===== src/rtl/snow64_decode_issue_controller_pkg.sv =====
// Shared types and constants for the Snow64 decode/issue sequencer and the
// instruction decoder it feeds.
package snow64_decode_issue_controller_pkg;

    localparam int WIDTH__INSTR = 32;

    // 2-bit stall-type encoding produced by the decoder.
    localparam logic [1:0] STALL_NONE       = 2'd0;
    localparam logic [1:0] STALL_ENDS_IN_EX = 2'd1;
    localparam logic [1:0] STALL_ENDS_IN_WB = 2'd2;

    typedef enum logic [1:0] {
        ST_EMPTY   = 2'd0,
        ST_HELD    = 2'd1,
        ST_WAIT_EX = 2'd2,
        ST_WAIT_WB = 2'd3
    } state_dec_issue_t;

endpackage


===== src/rtl/snow64_sat_counter.sv =====
// Saturating up-counter: increments on inc, sticks at all-ones.
module snow64_sat_counter #(
    parameter int WIDTH = 32
) (
    input  logic             clk,
    input  logic             rst_n,
    input  logic             inc,
    output logic [WIDTH-1:0] count
);

    // NOTE: sequential state uses non-blocking assignments so every flop
    // samples pre-edge values regardless of process ordering.
    always_ff @(posedge clk or negedge rst_n) begin
        if (!rst_n) begin
            count <= '0;
        end else if (inc && (count != '1)) begin
            count <= count + WIDTH'(1);
        end
    end

endmodule


===== src/rtl/snow64_decode_issue_controller.sv =====
// Decode-stage sequencer: holds one instruction for the decoder, issues it over
// valid/ready and blocks until its EX/WB completion. Optional perf counters
// under SNOW64_DECODE_ISSUE_PERF_CNT_EN.
module snow64_decode_issue_controller
    import snow64_decode_issue_controller_pkg::*;
#(
    parameter int WIDTH__INSTR    = snow64_decode_issue_controller_pkg::WIDTH__INSTR,
    parameter int WIDTH__PERF_CNT = 32
) (
    input  logic                    clk,
    input  logic                    rst_n,
    input  logic                    in_valid,
    input  logic [WIDTH__INSTR-1:0] in_instr,
    output logic                    in_ready,
    output logic [WIDTH__INSTR-1:0] dec_instr,
    input  logic                    dec_nop,
    input  logic [1:0]              dec_stall_type,
    output logic                    out_valid,
    input  logic                    out_ready,
    input  logic                    ex_done,
    input  logic                    wb_done,
    input  logic                    flush,
    output logic                    busy
`ifdef SNOW64_DECODE_ISSUE_PERF_CNT_EN
    ,
    output logic [WIDTH__PERF_CNT-1:0] perf_issued,
    output logic [WIDTH__PERF_CNT-1:0] perf_nops,
    output logic [WIDTH__PERF_CNT-1:0] perf_stall_cycles
`endif
);

    state_dec_issue_t state, state_next;
    logic             accept;
    logic             live;

    // live keeps the handshakes closed while reset is asserted and opens them
    // from the first clock after release.
    always_ff @(posedge clk or negedge rst_n) begin
        if (!rst_n) begin
            state     <= ST_EMPTY;
            dec_instr <= '0;
            live      <= 1'b0;
        end else begin
            state <= state_next;
            live  <= 1'b1;
            if (accept) begin
                dec_instr <= in_instr;
            end
        end
    end

    // NOTE: every output of this block gets a default first, so no path
    // leaves a signal unassigned and no latch is inferred.
    always_comb begin
        state_next = state;
        in_ready   = 1'b0;
        out_valid  = 1'b0;
        accept     = 1'b0;
        if (flush) begin
            state_next = ST_EMPTY;
        end else if (live) begin
            case (state)
                ST_EMPTY: begin
                    in_ready = 1'b1;
                    if (in_valid) begin
                        accept     = 1'b1;
                        state_next = ST_HELD;
                    end
                end
                ST_HELD: begin
                    if (dec_nop) begin
                        in_ready   = 1'b1;
                        accept     = in_valid;
                        state_next = in_valid ? ST_HELD : ST_EMPTY;
                    end else begin
                        out_valid = 1'b1;
                        in_ready  = out_ready && (dec_stall_type == STALL_NONE);
                        if (out_ready) begin
                            case (dec_stall_type)
                                STALL_NONE: begin
                                    accept     = in_valid;
                                    state_next = in_valid ? ST_HELD : ST_EMPTY;
                                end
                                STALL_ENDS_IN_EX: state_next = ST_WAIT_EX;
                                default:          state_next = ST_WAIT_WB;
                            endcase
                        end
                    end
                end
                // A done pulse in the fire cycle is seen in HELD and ignored.
                ST_WAIT_EX: if (ex_done) state_next = ST_EMPTY;
                ST_WAIT_WB: if (wb_done) state_next = ST_EMPTY;
                default:    state_next = ST_EMPTY;
            endcase
        end
    end

    assign busy = (state != ST_EMPTY);

`ifdef SNOW64_DECODE_ISSUE_PERF_CNT_EN
    logic inc_issued, inc_nop, inc_stall;

    assign inc_issued = out_valid && out_ready;
    assign inc_nop    = live && !flush && (state == ST_HELD) && dec_nop;
    assign inc_stall  = (state == ST_WAIT_EX) || (state == ST_WAIT_WB);

    snow64_sat_counter #(.WIDTH(WIDTH__PERF_CNT)) u_cnt_issued (
        .clk   (clk),
        .rst_n (rst_n),
        .inc   (inc_issued),
        .count (perf_issued)
    );

    snow64_sat_counter #(.WIDTH(WIDTH__PERF_CNT)) u_cnt_nops (
        .clk   (clk),
        .rst_n (rst_n),
        .inc   (inc_nop),
        .count (perf_nops)
    );

    snow64_sat_counter #(.WIDTH(WIDTH__PERF_CNT)) u_cnt_stall (
        .clk   (clk),
        .rst_n (rst_n),
        .inc   (inc_stall),
        .count (perf_stall_cycles)
    );
`endif

endmodule

===== config.mk =====
export PLATFORM = sky130hd
export DESIGN_NAME = snow64_decode_issue_controller
export DESIGN_NICKNAME = d
export VERILOG_FILES = /design/src/rtl/snow64_decode_issue_controller_pkg.sv /design/src/rtl/snow64_sat_counter.sv /design/src/rtl/snow64_decode_issue_controller.sv
export SDC_FILE = /design/constraint.sdc
export NUM_CORES = 1
export LEC_CHECK = 0
export CORE_ASPECT_RATIO = 1.75
export CORE_MARGIN = 5
export CORE_UTILIZATION = 36
export DETAILED_ROUTE_END_ITERATION = 6
export GPL_TIMING_DRIVEN = 0
export PLACE_DENSITY = 0.76
export SLEW_MARGIN = 20
export SYNTH_ARGS = -nofsm -noshare
export SYNTH_HDL_FRONTEND = slang
export SYNTH_HIERARCHICAL = 1
export SYNTH_SLANG_ARGS = --single-unit

===== constraint.sdc =====
create_clock -name clk -period 1.8 [get_ports clk]
set_input_delay 0.54 -clock clk [delete_from_list [all_inputs] [get_ports clk]]
set_output_delay 0.54 -clock clk [all_outputs]
set_load 0.05 [all_outputs]

Word level (Yosys, flattened, before mapping)
Cells that the tools add are included.

Register bits: 35. Output and inout bits: 35. Logic and storage cells: 42.

Eq/ne operators: 8. Multiplexer cells: 25. Reductions and logical operators: 6.

Operator list (number): $mux W1 (14); $mux W2 (7); $ne A3 B3 Y1 const B (3); $pmux W2 S4 (1); $reduce_and A5 Y1 (1); $eq A2 B1 Y1 const B (2); $eq A2 B2 Y1 const B (2); $logic_not A2 Y1 (2); $ne A4 B4 Y1 const B (1); $pmux W1 S2 (2); $pmux W2 S2 (1); $reduce_bool A2 Y1 (2); $logic_and A1 B1 Y1 (1).

Longest topological paths before layout
Word-level depth: 7. Depth in mapped cells: 5. Depth with buffers taken out: 4.

Worst setup path after synthesis
OpenSTA, ideal clock, no wires.

Path kind: in2out. Start: input port flush. End: output port out_valid. Arrival: 1572 ps. Required time: 1260 ps. Path slack: -312 ps. Cell stages on the path: 2. Path buffers: 0. Cell sequence: or3b_1 > nor2_1.

Cells in the longest elaborated chain, start to end: 1.

Ends and longest elaborated chain: start, declared (RTL line snow64_decode_issue_controller.sv:22) `input logic flush,`; $mux W1 (RTL line snow64_decode_issue_controller.sv:59) `if (flush) begin`; end, declared (RTL line snow64_decode_issue_controller.sv:18) `output logic out_valid,`.

Every way passes these cells.

Worst setup path after layout
Start: register state[1]. End: output port in_ready.

Cells in the longest elaborated chain, start to end: 4. Elaborated cells between the ends (all ways): 5. Those cells by class: eq/ne: 1; mux: 3; reduce/logical: 1.

Ends and longest elaborated chain: start, declared (RTL line snow64_decode_issue_controller.sv:32) `state_dec_issue_t state, state_next;`; start signal, assigned (RTL line snow64_decode_issue_controller.sv:44) `state <= state_next;`; $eq A2 B1 Y1 / $logic_not A2 Y1 (equally long branches) (RTL line snow64_decode_issue_controller.sv:62) `case (state)`; $pmux W1 S2 * (RTL line snow64_decode_issue_controller.sv:62); $mux W1 * (RTL line snow64_decode_issue_controller.sv:61) `end else if (live) begin`; $mux W1 * (RTL line snow64_decode_issue_controller.sv:59); end, declared (RTL line snow64_decode_issue_controller.sv:14) `output logic in_ready,`.

Mark *: on every way between the ends. The rest lies on a longest branch, timed or not.

==> qor.txt <==
LAYOUT
-------------------------------------------------------------------------------------------------
Area growth from synthesis to final layout .........................................       69.52%
Net count of the finished layout ...................................................          229
Area taken by multi-input logic gates ..............................................    675.6 µm²
Layout fillers .....................................................................          320
Share of post-route cells with drive strength above 1 ..............................       0.3511
Register area ......................................................................    875.8 µm²
Post-route non-filler standard cell count ..........................................          237
Count of antenna diodes in the layout ..............................................            0

LOGIC SYNTHESIS
-------------------------------------------------------------------------------------------------
Top cells by area, synth ........................................................... sky130_fd_sc_hd__dfrtp_1 57%, sky130_fd_sc_hd__mux2_4 29%, sky130_fd_sc_hd__buf_6 2.2%
Number of distinct library cell variants in the gate-level netlist after synthesis .           20
Count of yosys warnings during synthesis ...........................................            6
Mean instance size in the synthesized netlist ......................................    16.47 µm²
Leading cell type by number of instances after synthesis ........................... sky130_fd_sc_hd__dfrtp_1
Total nets after synthesis .........................................................          136
Async SR Flop Fraction .............................................................        1.000
Gate count after technology mapping ................................................           94
#FFs+latches synth .................................................................           35
Number of enable-type register cells in the synthesized netlist ....................            0
Prevailing post-synth register cell ................................................ sky130_fd_sc_hd__dfrtp_1
Post-synthesis instance area ....................................................... 0.001548 mm²
Portion of synthesized cell area occupied by the leading cell type .................       0.5659
Cell taking the most area after synthesis .......................................... sky130_fd_sc_hd__dfrtp_1
Most used standard cells in the synthesized netlist ................................ 35 x sky130_fd_sc_hd__dfrtp_1, 30 x sky130_fd_sc_hd__mux2_4, 4 x sky130_fd_sc_hd__nor2_1
Sequential element share of the synthesized area ...................................       0.5659

ROUTE
-------------------------------------------------------------------------------------------------
Detailed-route via count ...........................................................         1155
Iter 0 DRT Violations ..............................................................           20
Routed via count divided by cell count .............................................        4.873
WL/cell ............................................................................     18.41 µm
Wirelength, routed .................................................................     4.364 mm
First-pass iteration count of the detailed router ..................................            4
Count of antenna-violating nets left after detailed routing ........................            0
Number of design rule violations left after detail routing .........................            0

STA
-------------------------------------------------------------------------------------------------
Unrepaired setup endpoints after global routing ....................................         true
Final period demand of the worst path ..............................................     1.963 ns
Fin crit share .....................................................................        1.091
Final Slew Violations ..............................................................            0
Relative slew slack ................................................................       0.6567
Fin worst setup slack ..............................................................   -0.1629 ns
Worst hold slack ...................................................................   0.04307 ns
Slew at the pin with the worst max-slew slack ......................................    0.5169 ns
Final hold violations ..............................................................            0
Total setup violations reported at the end of the flow .............................           28
Skew final .........................................................................  0.003795 ns
Maximum frequency from static timing analysis ......................................    509.4 MHz

PLACEMENT
-------------------------------------------------------------------------------------------------
Detail Placement HPWL ..............................................................     3.061 mm
Final estimated routing congestion in global placement .............................       0.8934
Total instance count after detailed placement ......................................          220
Buffers on Ports ...................................................................           76

CRITICAL PATH
-------------------------------------------------------------------------------------------------
Worst flop-to-flop path startpoint .................................................     state[1]
Critical R2R Capture ............................................................... dec_instr[30]
Worst-case register-to-register setup slack ........................................     -0.03 ns
WP data required ...................................................................      1.26 ns
Crit Path Class ....................................................................   reg -> out
Crit. End Element .................................................................. primary output
Highest fanout seen on the critical path ...........................................            2
R2R depth ..........................................................................            6
Critical Path Start Type ...........................................................    flip-flop
Data arrival time of the critical path .............................................      1.42 ns

PWR
-------------------------------------------------------------------------------------------------
Power per unit of standard cell area ...............................................  1111 mW/mm²
LEAKAGE ............................................................................     1.305 nW
Maximum ir drop on the vdd rail ....................................................    0.5884 mV

CLOCK NETWORK
-------------------------------------------------------------------------------------------------
Number of H-tree levels ............................................................            2
Root buffer cell ................................................................... sky130_fd_sc_hd__clkbuf_8
Clock-pin slew on the worst setup and hold paths ...................................      0.07 ns
Clock net sink count ...............................................................           35
Worst-skew pair later-pin latency ..................................................      0.29 ns
Number of buffers on the longest clock path ........................................            2
Clock tree from TritonCTS ..........................................................         done
TritonCTS Buffers ..................................................................            5

DIE
-------------------------------------------------------------------------------------------------
I/O pins ...........................................................................           77
Chip Width .........................................................................     59.57 µm
Core Rows ..........................................................................           31
DIE AREA ........................................................................... 0.005762 mm²
Initial Util .......................................................................       0.3729
Placeable core region .............................................................. 0.004150 mm²
Height of the chip .................................................................     96.74 µm

OUTCOME
-------------------------------------------------------------------------------------------------
Violated checks .................................................................... negative setup slack
Result of the run .................................................................. complete, but fails checks

GRT
-------------------------------------------------------------------------------------------------
Final global-route overflow total ..................................................            0
Largest net degree at the start of global routing ..................................           34
Wire length of the first global-routing pass .......................................     6.341 mm
Initial antenna violation count ....................................................            0
GR Util All Layers .................................................................       0.1497
Number of global-route vias before repair ..........................................         1229

RUN
-------------------------------------------------------------------------------------------------
Max Cap Violations .................................................................            0

HOLD PATH
-------------------------------------------------------------------------------------------------
Classification of the worst-slack hold path ........................................  in -> async

[per-layer routing]
metal,wire length [µm],GRT usage,up-vias
met4,101,0.07167,0
li1,-,-,515
met3,264,0.04261,8
met2,2548,0.2746,54
met5,0,0,-
met1,1450,0.1435,578
[worst max-delay path, stage by stage, from the launching register on]
cell	delay (ns)
sky130_fd_sc_hd__dfrtp_1	0.38
sky130_fd_sc_hd__or3b_4	0.38
sky130_fd_sc_hd__o21ba_4	0.24
sky130_fd_sc_hd__buf_8	0.14
[stage by stage]
stage / cell area, µm² / setup TNS, ns / utilization / worst slack [ns] / power, mW
after floorplan: 1556 / -3.949 / - / -0.1305 / 1.939
after global placement: 2379 / -35.54 / 0.5731 / -1.191 / 2.431
after detailed placement: 2394 / -20.03 / 0.5767 / -1.198 / 2.461
after CTS: 2476 / -0.2267 / 0.5966 / -0.1738 / 2.907
after global routing: 2624 / -1.985 / 0.6322 / -0.1991 / 3.033
final: 2624 / -0.7762 / 0.6322 / -0.1629 / 2.914
[cells in the final DEF, fill, tap and decap left out, drive strengths merged, types with 2 or more instances in the layout]
cell	n
dlygate4sd2	36
dfrtp	35
clkdlybuf4s50	35
mux2	32
buf	15
clkbuf	8
nor2	4
clkinv	3
nand2b	3
nor3b	3
mux2i	2
nand2	2
[final cells by class]
class | count | share of cell area
buffer | 3 | 0.02289
multi-input combinational | 55 | 0.2575
sequential | 35 | 0.3338
timing repair buffer | 86 | 0.3290
clock inverter | 3 | 0.005722
inverter | 1 | 0.001431
clock buffer | 5 | 0.02623
tap | 49 | 0.02337
[flip-flops by register name, indices dropped and copies added (netlist names)]
register	cells
dec_instr	32
live	1
state	2
[logic make-up after synthesis]
kind of cell           after synthesis  share of synthesized area
flip-flops                          35                     0.5659
multiplexers                        34                     0.3185
AND/OR/NAND/NOR                     15                    0.05901
AO/OA/AOI/OAI                        5                    0.02991
buffers and inverters                4                    0.02425
other                                1                   0.002423
[how the worst max path moves through the flow]
stage	start	endpoint	cells after the start	slack [ns]
after floorplan	flush	dec_instr[11]	5	-0.13
after global placement	flush	in_ready	4	-1.19
after detailed placement	flush	in_ready	4	-1.20
after CTS	state[1]	in_ready	3	-0.17
after global routing	live	in_ready	3	-0.20
final	state[1]	in_ready	3	-0.16
[report_power, final]
part	internal (mW)	switching, mW
Sequential	0.953	0.0955
Clock	0.265	0.285
Combinational	0.505	0.811
[what timing repair did]
action	4_1_cts	5_1_grt
hold endpoints to repair	0	0
resized for setup	66	10
hold buffers	0	0
endpoints found under the setup margin	67	33
gates cloned	0	3
pin swaps	4	1
buffers inserted	3	3
Note: power is estimated with default switching activity, not from simulation.
==> variant 1: new RTL, same settings <==
Set the package constant `WIDTH__INSTR` to 36 (it was 32).
--- a/src/rtl/snow64_decode_issue_controller_pkg.sv
+++ b/src/rtl/snow64_decode_issue_controller_pkg.sv
@@ -4,3 +4,3 @@
 
-    localparam int WIDTH__INSTR = 32;
+    localparam int WIDTH__INSTR = 36;
 
Ports: changed (resized dec_instr and in_instr); port bits go from 77 to 85. No check against the original RTL was run, so the function may have changed too.
==> variant 1 against the unedited design <==
The flow still finishes with violations (setup timing); clock skew grew 0.0037 ns; power grew 12%; synthesized cell count grew 8.5%; design area grew 11%; sequential power grew 11%; worst setup slack lost 0.0087 ns; routed wire length grew 8.1%; sequential share of layout area grew 0.067 points; synthesized area grew 12%; sequential cell count grew 4; largest cell class unchanged; largest power group unchanged.
==> variant 1: results (changes against the unedited design) <==
[timing]
fin_skew_ns = 0.00754  ; was 0.00379 ns
setup_slack_ns = -0.172  ; was -0.163 ns
setup_violations = 21  ; was 28
max_slew.worst_pin.slew_ns = 0.529  ; was 0.517 ns
tns_ns = -1.82  ; was -0.776 ns

[setup_path]
max_stage_delay_ns = 0.40  ; was 0.38 ns
critPathSlowestCell = or3b_4  ; was dfrtp_1
worstPathMaxFanout = 4  ; was 2
crit_family = simple AND/OR/NAND/NOR gates  ; was flip-flops

[finish]
nFillCells = 372  ; was 320
multi_input_area_sq_um = 727  ; was 676 sq um
drive_gt1_share_pct = 35.4  ; was 35.1%
fin_nets = 251  ; was 229

[power]
leakagePower_nw = 1.43  ; was 1.30 nW
ir_worst_vdd_uv = 708  ; was 588 uV

[placement]
io_buffers = 84  ; was 76
gp_congestion = 0.859  ; was 0.893
placedCellCount = 239  ; was 220
hpwl_um = 3370  ; was 3060 um
placed_cell_area_sq_um = 2650  ; was 2390 sq um

[synthesis]
synth.yosys.seq_area_share_pct = 56.5  ; was 56.6%
synth_common_cells = dfrtp_1 (39), mux2_4 (30), mux2_2 (6), nor2_1 (4)  ; was dfrtp_1 (35), mux2_4 (30), nor2_1 (4)
yosys-top-cells-area = dfrtp_1 (56%), mux2_4 (26%), mux2_2 (3.9%)  ; was dfrtp_1 (57%), mux2_4 (29%), buf_6 (2.2%)

[grt]
grt_pass1_vias = 1505  ; was 1,229
grt_pass1_wl_um = 7440  ; was 6340 um
track_usage_pct = 15.0  ; about the same

[drt]
drt_iter0_drc = 68  ; was 20
viasPerCell = 4.73  ; was 4.87
wl_um = 4720  ; was 4360 um

[run_status]
violations = setup timing  ; unchanged
status = finished, violations left  ; unchanged

[variant 1: final timing paths]
check / from / endpoint / slack (ns)
setup / recovery: flush / in_ready / -0.17
hold / removal: rst_n / dec_instr[3]$_DFFE_PN0P_ / 0.11
setup reg to reg: state[1]$_DFFE_PN0P_ / dec_instr[13]$_DFFE_PN0P_ / -0.09
hold reg to reg: dec_instr[19]$_DFFE_PN0P_ / dec_instr[19]$_DFFE_PN0P_ / 0.50
max in group asynchronous: rst_n / state[0]$_DFFE_PN0P_ / 1.25
min in group clk: flush / state[1]$_DFFE_PN0P_ / 0.43
[variant 1: what timing repair did]
item,4_1_cts,5_1_grt
setup buffers,9,1
endpoints found under the setup margin,77,36
hold endpoints to repair,0,0
resized for setup,80,4
gates cloned,3,0
pin swaps,4,0
[variant 1: cells by family after synthesis]
kind of cell	share of synthesized area (%)
AO/OA/AOI/OAI	2.68
buffers and inverters	3.69
flip-flops	56.5
multiplexers	31.1
other	0.217
AND/OR/NAND/NOR	5.79
[variant 1: metal layers]
layer / vias up / part of all wire (%) / GRT usage, %
met3: 6 / 4.3 / 3.22
met5: - / 0 / 0
met1: 607 / 32 / 14.1
met2: 44 / 61 / 29.3
li1: 564 / - / -
met4: 0 / 2.1 / 8.33
[variant 1: cell type report]
type / instances / area share (%)
repair buffers: 97 / 34.4
flip-flops and latches: 39 / 33.4
multi-input cells: 59 / 24.9
clock buffers: 7 / 3.30
well taps: 52 / 2.23
plain buffers: 2 / 1.37
clock inverters: 1 / 0.257
inverters: 1 / 0.128
[variant 1: power by group]
part	switching (mW)	leakage [nW]	internal (mW)	total, mW
logic	0.907	0.916	0.558	1.47
registers	0.104	0.464	1.06	1.17
clock network	0.287	0.0505	0.348	0.635
total	1.30	1.43	1.97	3.27
==> variant 2: new RTL, same settings <==
Made on the original files. Encoding of `state_dec_issue_t`: now one-hot (4 bits for 4 states).
--- a/src/rtl/snow64_decode_issue_controller_pkg.sv
+++ b/src/rtl/snow64_decode_issue_controller_pkg.sv
@@ -11,7 +11,7 @@
 
-    typedef enum logic [1:0] {
-        ST_EMPTY   = 2'd0,
-        ST_HELD    = 2'd1,
-        ST_WAIT_EX = 2'd2,
-        ST_WAIT_WB = 2'd3
+    typedef enum logic [3:0] {
+        ST_EMPTY   = 4'b0001,
+        ST_HELD    = 4'b0010,
+        ST_WAIT_EX = 4'b0100,
+        ST_WAIT_WB = 4'b1000
     } state_dec_issue_t;
Formal check against the unedited RTL: no difference found for any inputs over 10 cycles, from zero or initial values and one cycle with rst_n low; not proved beyond that.
==> variant 2 against the unedited design <==
The flow still finishes with violations (setup timing); worst hold slack improved by 0.022 ns; worst setup slack got worse by 0.43 ns; final cell count increased by 8.0%; synthesized area increased by 0.24%; routed wire length increased by 13%; first-iteration DRC count decreased by 45%; sequential cell count increased by 2; critical endpoint unchanged; power increased by 19%; design area increased by 8.3%; via count increased by 13%.
==> variant 2: results (changes against the unedited design) <==
[run_status]
status = finished, violations left  ; unchanged
violations = setup timing  ; unchanged

[drt]
dr_total_vias = 1300  ; was 1,155

[clock_tree]
cts-resized-gates = 101  ; was 66

[setup_path]
reg2reg_from = state[3]$_DFFE_PN0P_  ; was state[1]$_DFFE_PN0P_
reg2reg_depth = 8  ; was 6
worstPathArrival_ns = 1.85  ; was 1.42 ns
r2r_slack_ns = -0.52  ; was -0.03 ns

[finish]
reg_top3 = dec_instr: 32 flops, state: 4 flops, live: 1 flops  ; was dec_instr: 32 flops, state: 2 flops, live: 1 flops
multi_input_gates = 65  ; was 55
clock_area_share_pct = 2.86  ; was 3.20%
inverters_excl_clock = 0  ; was 1
multi_input_area_sq_um = 741  ; was 676 sq um
drive_gt1_share_pct = 34.8  ; was 35.1%

[synthesis]
yosys-top-cells-area = dfrtp_1 (58%), mux2_2 (21%), buf_6 (2.2%)  ; was dfrtp_1 (57%), mux2_4 (29%), buf_6 (2.2%)
synth.yosys.seq_area_share_pct = 59.8  ; was 56.6%
synth_nets = 149  ; was 136
synth_compound_area_share_pct = 5.08  ; was 2.99%

[placement]
place_ws_ns = -1.31  ; was -1.20 ns
gp_congestion = 0.918  ; was 0.893

[timing]
setup_violations = 39  ; was 28
whs_ns = 0.0649  ; was 0.0431 ns
setup_slack_ns = -0.593  ; was -0.163 ns
max_slew.worst_pin.slew_ns = 0.530  ; was 0.517 ns

[power]
seq-power_mw = 1.18  ; was 1.05 mW
leakagePower_nw = 1.30  ; about the same

[grt]
grt_pass1_wl_um = 7580  ; was 6340 um
track_usage_pct = 17.6  ; was 15.0%

variant 2: changes by cell type in the layout (fill, tap and decap cells not counted), sizes merged, moves of 3 or more:
cell / before / now
buf: 15 / 25
clkdlybuf4s50: 35 / 38
dlygate4sd2: 36 / 33
o21ai: 1 / 4
variant 2: critical path: stages, from the launching register on:
cell and delay, ns:
dfrtp_1 0.40, buf_4 0.15, or4b_4 0.54, o31a_1 0.19, nor2_4 0.13, buf_6 0.16
variant 2: layer usage:
metal	global-route usage [%]	share of wire, %	vias to the layer above
li1	-	-	582
met1	16.6	32	664
met2	34.0	60	46
met3	3.86	5.3	8
met4	6.66	2.3	0
met5	0	0	-
variant 2: cell families (layout without fill, tap and decap cells):
family | Yosys count | after routing
other cells | 1 | 1
flops | 37 | 37
compound gates | 12 | 12
buf+inv | 5 | 105
simple gates | 19 | 19
mux | 33 | 33
